**config.mk**
```make
export PLATFORM = sky130hd
export DESIGN_NAME = uart_tx_param
export DESIGN_NICKNAME = d
export VERILOG_FILES = /design/src/rtl/uart_tx_param.sv
export SDC_FILE = /design/constraint.sdc
export NUM_CORES = 1
export LEC_CHECK = 0
export ABC_AREA = 1
export CAP_MARGIN = 10
export CORE_ASPECT_RATIO = 0.9
export CORE_UTILIZATION = 55
export DETAILED_ROUTE_END_ITERATION = 8
export PLACE_DENSITY_LB_ADDON = 0.1
export SETUP_SLACK_MARGIN = 0.02
export SLEW_MARGIN = 25
export SYNTH_ARGS = -nofsm -noshare
export SYNTH_HDL_FRONTEND = slang
export SYNTH_SLANG_ARGS = --single-unit
```
**constraint.sdc**
```tcl
create_clock -name i_clk -period 5.53 [get_ports i_clk]
set_clock_uncertainty 0.15 [all_clocks]
set_input_delay 0.553 -clock i_clk [delete_from_list [all_inputs] [get_ports i_clk]]
set_output_delay 0.553 -clock i_clk [all_outputs]
set_load 0.005 [all_outputs]
```
**src/rtl/uart_tx_param.sv**
```systemverilog
// Parameterised UART transmitter: start bit, DATA_BITS data bits (LSB first),
// optional even/odd parity, 1 or 2 stop bits. Every output comes from a register.
module uart_tx_param #(
  parameter int unsigned CLKS_PER_BIT = 868,
  parameter int unsigned DATA_BITS    = 8,
  parameter int unsigned PARITY       = 0,
  parameter int unsigned STOP_BITS    = 1
) (
  input  logic                 i_clk,
  input  logic                 i_rst,
  input  logic                 i_Tx_DV,
  input  logic [DATA_BITS-1:0] i_Tx_Byte,
  output logic                 o_Tx_Serial,
  output logic                 o_Tx_Active,
  output logic                 o_Tx_Done,
  output logic                 o_Tx_Ready
);

  localparam int unsigned CW = $clog2(CLKS_PER_BIT);
  localparam int unsigned IW = $clog2(DATA_BITS + 1);
  localparam logic [CW-1:0] CNT_LAST  = CW'(CLKS_PER_BIT - 1);
  localparam logic [IW-1:0] DATA_LAST = IW'(DATA_BITS - 1);
  localparam logic [IW-1:0] STOP_LAST = IW'(STOP_BITS - 1);
  localparam logic          ODD_PAR   = (PARITY == 2);

  typedef enum logic [2:0] {
    ST_IDLE    = 3'd0,
    ST_START   = 3'd1,
    ST_DATA    = 3'd2,
    ST_PARITY  = 3'd3,
    ST_STOP    = 3'd4,
    ST_CLEANUP = 3'd5
  } state_t;

  state_t               state_q, state_d;
  logic [CW-1:0]        cnt_q, cnt_d;
  logic [IW-1:0]        idx_q, idx_d;
  logic [DATA_BITS-1:0] data_q, data_d;
  logic [DATA_BITS-1:0] data_sh;
  logic                 par_q, par_d;
  logic                 serial_d, active_d, done_d, ready_d;
  logic                 bit_end;

  assign bit_end = (cnt_q == CNT_LAST);
  assign data_sh = data_q >> idx_d;

  // State register and registered outputs
  always_ff @(posedge i_clk or posedge i_rst) begin
    if (i_rst) begin
      state_q     <= ST_IDLE;
      cnt_q       <= '0;
      idx_q       <= '0;
      data_q      <= '0;
      par_q       <= 1'b0;
      o_Tx_Serial <= 1'b1;
      o_Tx_Active <= 1'b0;
      o_Tx_Done   <= 1'b0;
      o_Tx_Ready  <= 1'b1;
    end else begin
      state_q     <= state_d;
      cnt_q       <= cnt_d;
      idx_q       <= idx_d;
      data_q      <= data_d;
      par_q       <= par_d;
      o_Tx_Serial <= serial_d;
      o_Tx_Active <= active_d;
      o_Tx_Done   <= done_d;
      o_Tx_Ready  <= ready_d;
    end
  end

  // Next state, counters and next register values of the outputs
  always_comb begin
    state_d  = state_q;
    cnt_d    = cnt_q;
    idx_d    = idx_q;
    data_d   = data_q;
    par_d    = par_q;
    active_d = o_Tx_Active;
    done_d   = 1'b0;
    ready_d  = 1'b0;
    serial_d = 1'b1;

    case (state_q)
      ST_IDLE: begin
        ready_d = 1'b1;
        cnt_d   = '0;
        idx_d   = '0;
        if (i_Tx_DV) begin
          data_d   = i_Tx_Byte;
          par_d    = (^i_Tx_Byte) ^ ODD_PAR;
          active_d = 1'b1;
          ready_d  = 1'b0;
          state_d  = ST_START;
        end
      end
      ST_START: begin
        if (bit_end) begin
          cnt_d   = '0;
          state_d = ST_DATA;
        end else begin
          cnt_d = cnt_q + CW'(1);
        end
      end
      ST_DATA: begin
        if (bit_end) begin
          cnt_d = '0;
          if (idx_q == DATA_LAST) begin
            idx_d   = '0;
            state_d = (PARITY != 0) ? ST_PARITY : ST_STOP;
          end else begin
            idx_d = idx_q + IW'(1);
          end
        end else begin
          cnt_d = cnt_q + CW'(1);
        end
      end
      ST_PARITY: begin
        if (bit_end) begin
          cnt_d   = '0;
          state_d = ST_STOP;
        end else begin
          cnt_d = cnt_q + CW'(1);
        end
      end
      ST_STOP: begin
        if (bit_end) begin
          cnt_d = '0;
          if (idx_q == STOP_LAST) begin
            idx_d    = '0;
            active_d = 1'b0;
            done_d   = 1'b1;
            state_d  = ST_CLEANUP;
          end else begin
            idx_d = idx_q + IW'(1);
          end
        end else begin
          cnt_d = cnt_q + CW'(1);
        end
      end
      ST_CLEANUP: begin
        ready_d = 1'b1;
        state_d = ST_IDLE;
      end
      default: begin
        cnt_d    = '0;
        idx_d    = '0;
        active_d = 1'b0;
        ready_d  = 1'b1;
        state_d  = ST_IDLE;
      end
    endcase

    // Line level follows the state being entered so it changes only at bit boundaries
    case (state_d)
      ST_START:  serial_d = 1'b0;
      ST_DATA:   serial_d = data_sh[0];
      ST_PARITY: serial_d = par_q;
      default:   serial_d = 1'b1;
    endcase
  end

endmodule

```
==> metrics <==
Final ANT Viol Nets 0; area of the core 3070 um^2; Worst EP required 5.65 ns; Setup crit start kind flip-flop; Max Fclk 461 MHz; n_diodes 0; flop and latch count out of synthesis 30; drt via density 5.28; Critical Path Slowest Stage Cell dfrtp_1; Starting Density 57.8%; fin cells 289; multi-input gate area in the final layout 875 um^2; Syn. warnings 0; Reg2Reg Depth 12; Resize count post-CTS 0; flop2flop setup slack 3.36 ns; end of the critical path o_Tx_Serial; Slew Viols, Final 0; Setup TNS Final 0 ns; H-tree depth 2; r2r endpoint o_Tx_Serial; Seq/Total Area, Yosys 42.5%; RSZ-0062 raised after global routing false; Placer Congestion 0.854; CP most frequent cell nand2_1; CTS tree built; final count of negative-setup-slack endpoints 0; Nets 261; # fillers 261; final core utilization 66.1%; io pins 15; status finished clean; top-area cell type share of the netlist area 39.5%; Post-CTS Hold Buffers 0; initial antenna violation count 0; Adder-Cell Fraction of Synth Area 2.12%; CP startpoint cnt_q[0]; Setup WS post-layout 3.36 ns; commonest non-fill, non-tap cell in the layout nand2_1; final hold viol count 0; xor and xnor area share after synthesis 3.46%; worst slew pin tran 0.633 ns; relative max-transition margin 57.8%; Pre-Repair DR Iteration Count 4; number of global-route vias before repair 1,387; Clk pin slew, worst setup/hold paths 0.09 ns; Post-Synth Simple-Gate Area 34.0%; clk sink count 30; Total GRT Usage 23.6%; syn nets 243; Synth Area in Compound Gates 9.74%; CP endpoint kind flip-flop; drt total wl 3.46 mm; # DRC 0; area of the die 3450 um^2; Layout area overhead 14.3%; CP peak stage delay 0.41 ns; overall power 0.000419 W; Port Buffers 14; Critical Path Fanout Max 12; min-delay worst type reg2reg; leading area contributor after synthesis dfrtp_1; Setup CP Type reg2reg; commonest non-fill, non-tap cells in the layout nand2_1, dfrtp_1, nor2_1; dpl ws 3.39 ns; leak pwr 0.941 nW; Max Cap Viol 0; Overflow after GRT 0; fin crit period 2.17 ns; postcts setup bufs 0; Mapped Cells 229; mux contribution to synthesized area 0%; post-synth cell types 35; CP cell instances ha_1 -> nand2_1 -> nor2_2 -> nand3_2 -> or2_1 -> nand2_1 -> inv_1 -> a211oi_2 -> nand2_1 -> nand2_1 -> nor2_1 -> nand2_1; leading post-synthesis cells by cell area dfrtp_1, nand2_1, inv_1, nor2_1, a21oi_1; die width 61.8 um; cell total after placement 282; drt wl/cell 12.0 um; register area 753 um^2; row count 19; largest net degree at the start of global routing 31; main combinational cell family by area after synthesis simple AND/OR/NAND/NOR gates; average size of a mapped cell 7.74 um^2; Num CTS Buffers 5; area of the mapped netlist 1770 um^2; P per Cell Area 207 nW/um^2; Worst VDD drop 127 uV; clk buf depth 2; layout cell share with drive strength beyond 1 13.8%; RR Startpoint cnt_q[0]; final worst path period share 39.2%; crit path DAT 2.29 ns; die height 55.9 um; via count 1,527; clk_lat worst skew 0.33 ns; initial DRC count 101; root buffer cell clkbuf_4; hpwl dp 2.58 mm; first-pass GRT wire length 5.93 mm
==> metrics by stage <==
stage | cell area, um^2 | hold WS [ns]
after floorplan | 1770 | 0.303
after global placement | 1940 | 0.334
after detailed placement | 1940 | 0.346
after CTS | 2030 | 0.374
after global routing | 2030 | 0.396
final | 2030 | 0.370
==> kinds of logic (layout without fill, tap and decap cells) <==
group | Yosys count | after routing
adders and majority gates | 3 | 3
DFF | 30 | 30
xor gates and xnor gates | 7 | 7
and+or+nand+nor | 124 | 124
AOI/OAI and AO/OA | 29 | 29
buffers and inverters | 36 | 54
==> cells in the mapped netlist <==
cell,n
o211ai_1,1
a211oi_2,1
o221ai_1,1
nand3b_1,1
o21ai_0,3
a32o_1,1
nor2_2,3
nand3_1,17
buf_2,2
dfrtp_1,28
nor4_1,1
nand3_4,1
nand2_2,5
and3_1,1
o21a_1,1
nand2_1,44
nand4_1,5
o21ai_1,2
a21oi_2,1
xnor2_1,5
xor2_1,2
buf_6,1
inv_2,7
nand3_2,3
ha_1,3
dfstp_2,2
a21oi_1,17
o21bai_1,1
inv_1,26
nor3_2,1
nor3b_1,1
nor3_1,12
or2_1,1
nor2_1,26
nor2_4,2
==> how the worst min path moves through the flow <==
stage | cells past startpoint | slack, ns | to | startpoint
final | 2 | 0.37 | data_q[3] | data_q[3]
after global routing | 2 | 0.40 | data_q[3] | data_q[3]
after global placement | 2 | 0.33 | o_Tx_Active | o_Tx_Active
after floorplan | 2 | 0.30 | par_q | par_q
after detailed placement | 2 | 0.35 | par_q | par_q
after CTS | 2 | 0.37 | data_q[3] | data_q[3]
==> worst max-delay path: cells and delay by family (launching register included) <==
kind            cells  cell delay [ns]
simple gates        9             1.06
flops               1             0.41
fa+ha+maj           1             0.26
compound gates      1             0.18
buf+inv             1             0.06
==> registers in the layout, indices dropped and copies added, names as in the netlist <==
| signal | cells |
|---|---|
| o_Tx_Active | 1 |
| o_Tx_Ready | 1 |
| o_Tx_Serial | 1 |
| state_q | 3 |
| o_Tx_Done | 1 |
| idx_q | 4 |
| par_q | 1 |
| data_q | 8 |
| cnt_q | 10 |
==> final cells by class <==
cell class                      count  share of cell area [%]
Multi-Input combinational cell    163                    43.2
Sequential cell                    30                    37.2
Timing Repair Buffer               14                    6.92
Inverter                           33                    6.11
Tap cell                           42                    2.59
Clock buffer                        6                    2.53
Clock inverter                      1                    1.48
==> metal layers <==
layer / up-vias / share of wire, % / GRT usage [%]
li1: 781 / - / -
met1: 701 / 48 / 32.7
met2: 41 / 46 / 33.6
met3: 4 / 5.0 / 9.77
met4: 0 / 1.0 / 6.98
met5: - / 0 / 0
==> power by group <==
part | internal [W] | switching, W | leakage [nW]
Combinational | 0.0000115 | 0.00000987 | 0.552
Sequential | 0.000219 | 0 | 0.345
Clock | 0.000105 | 0.0000734 | 0.0443
(Power assumes the default switching activity.)
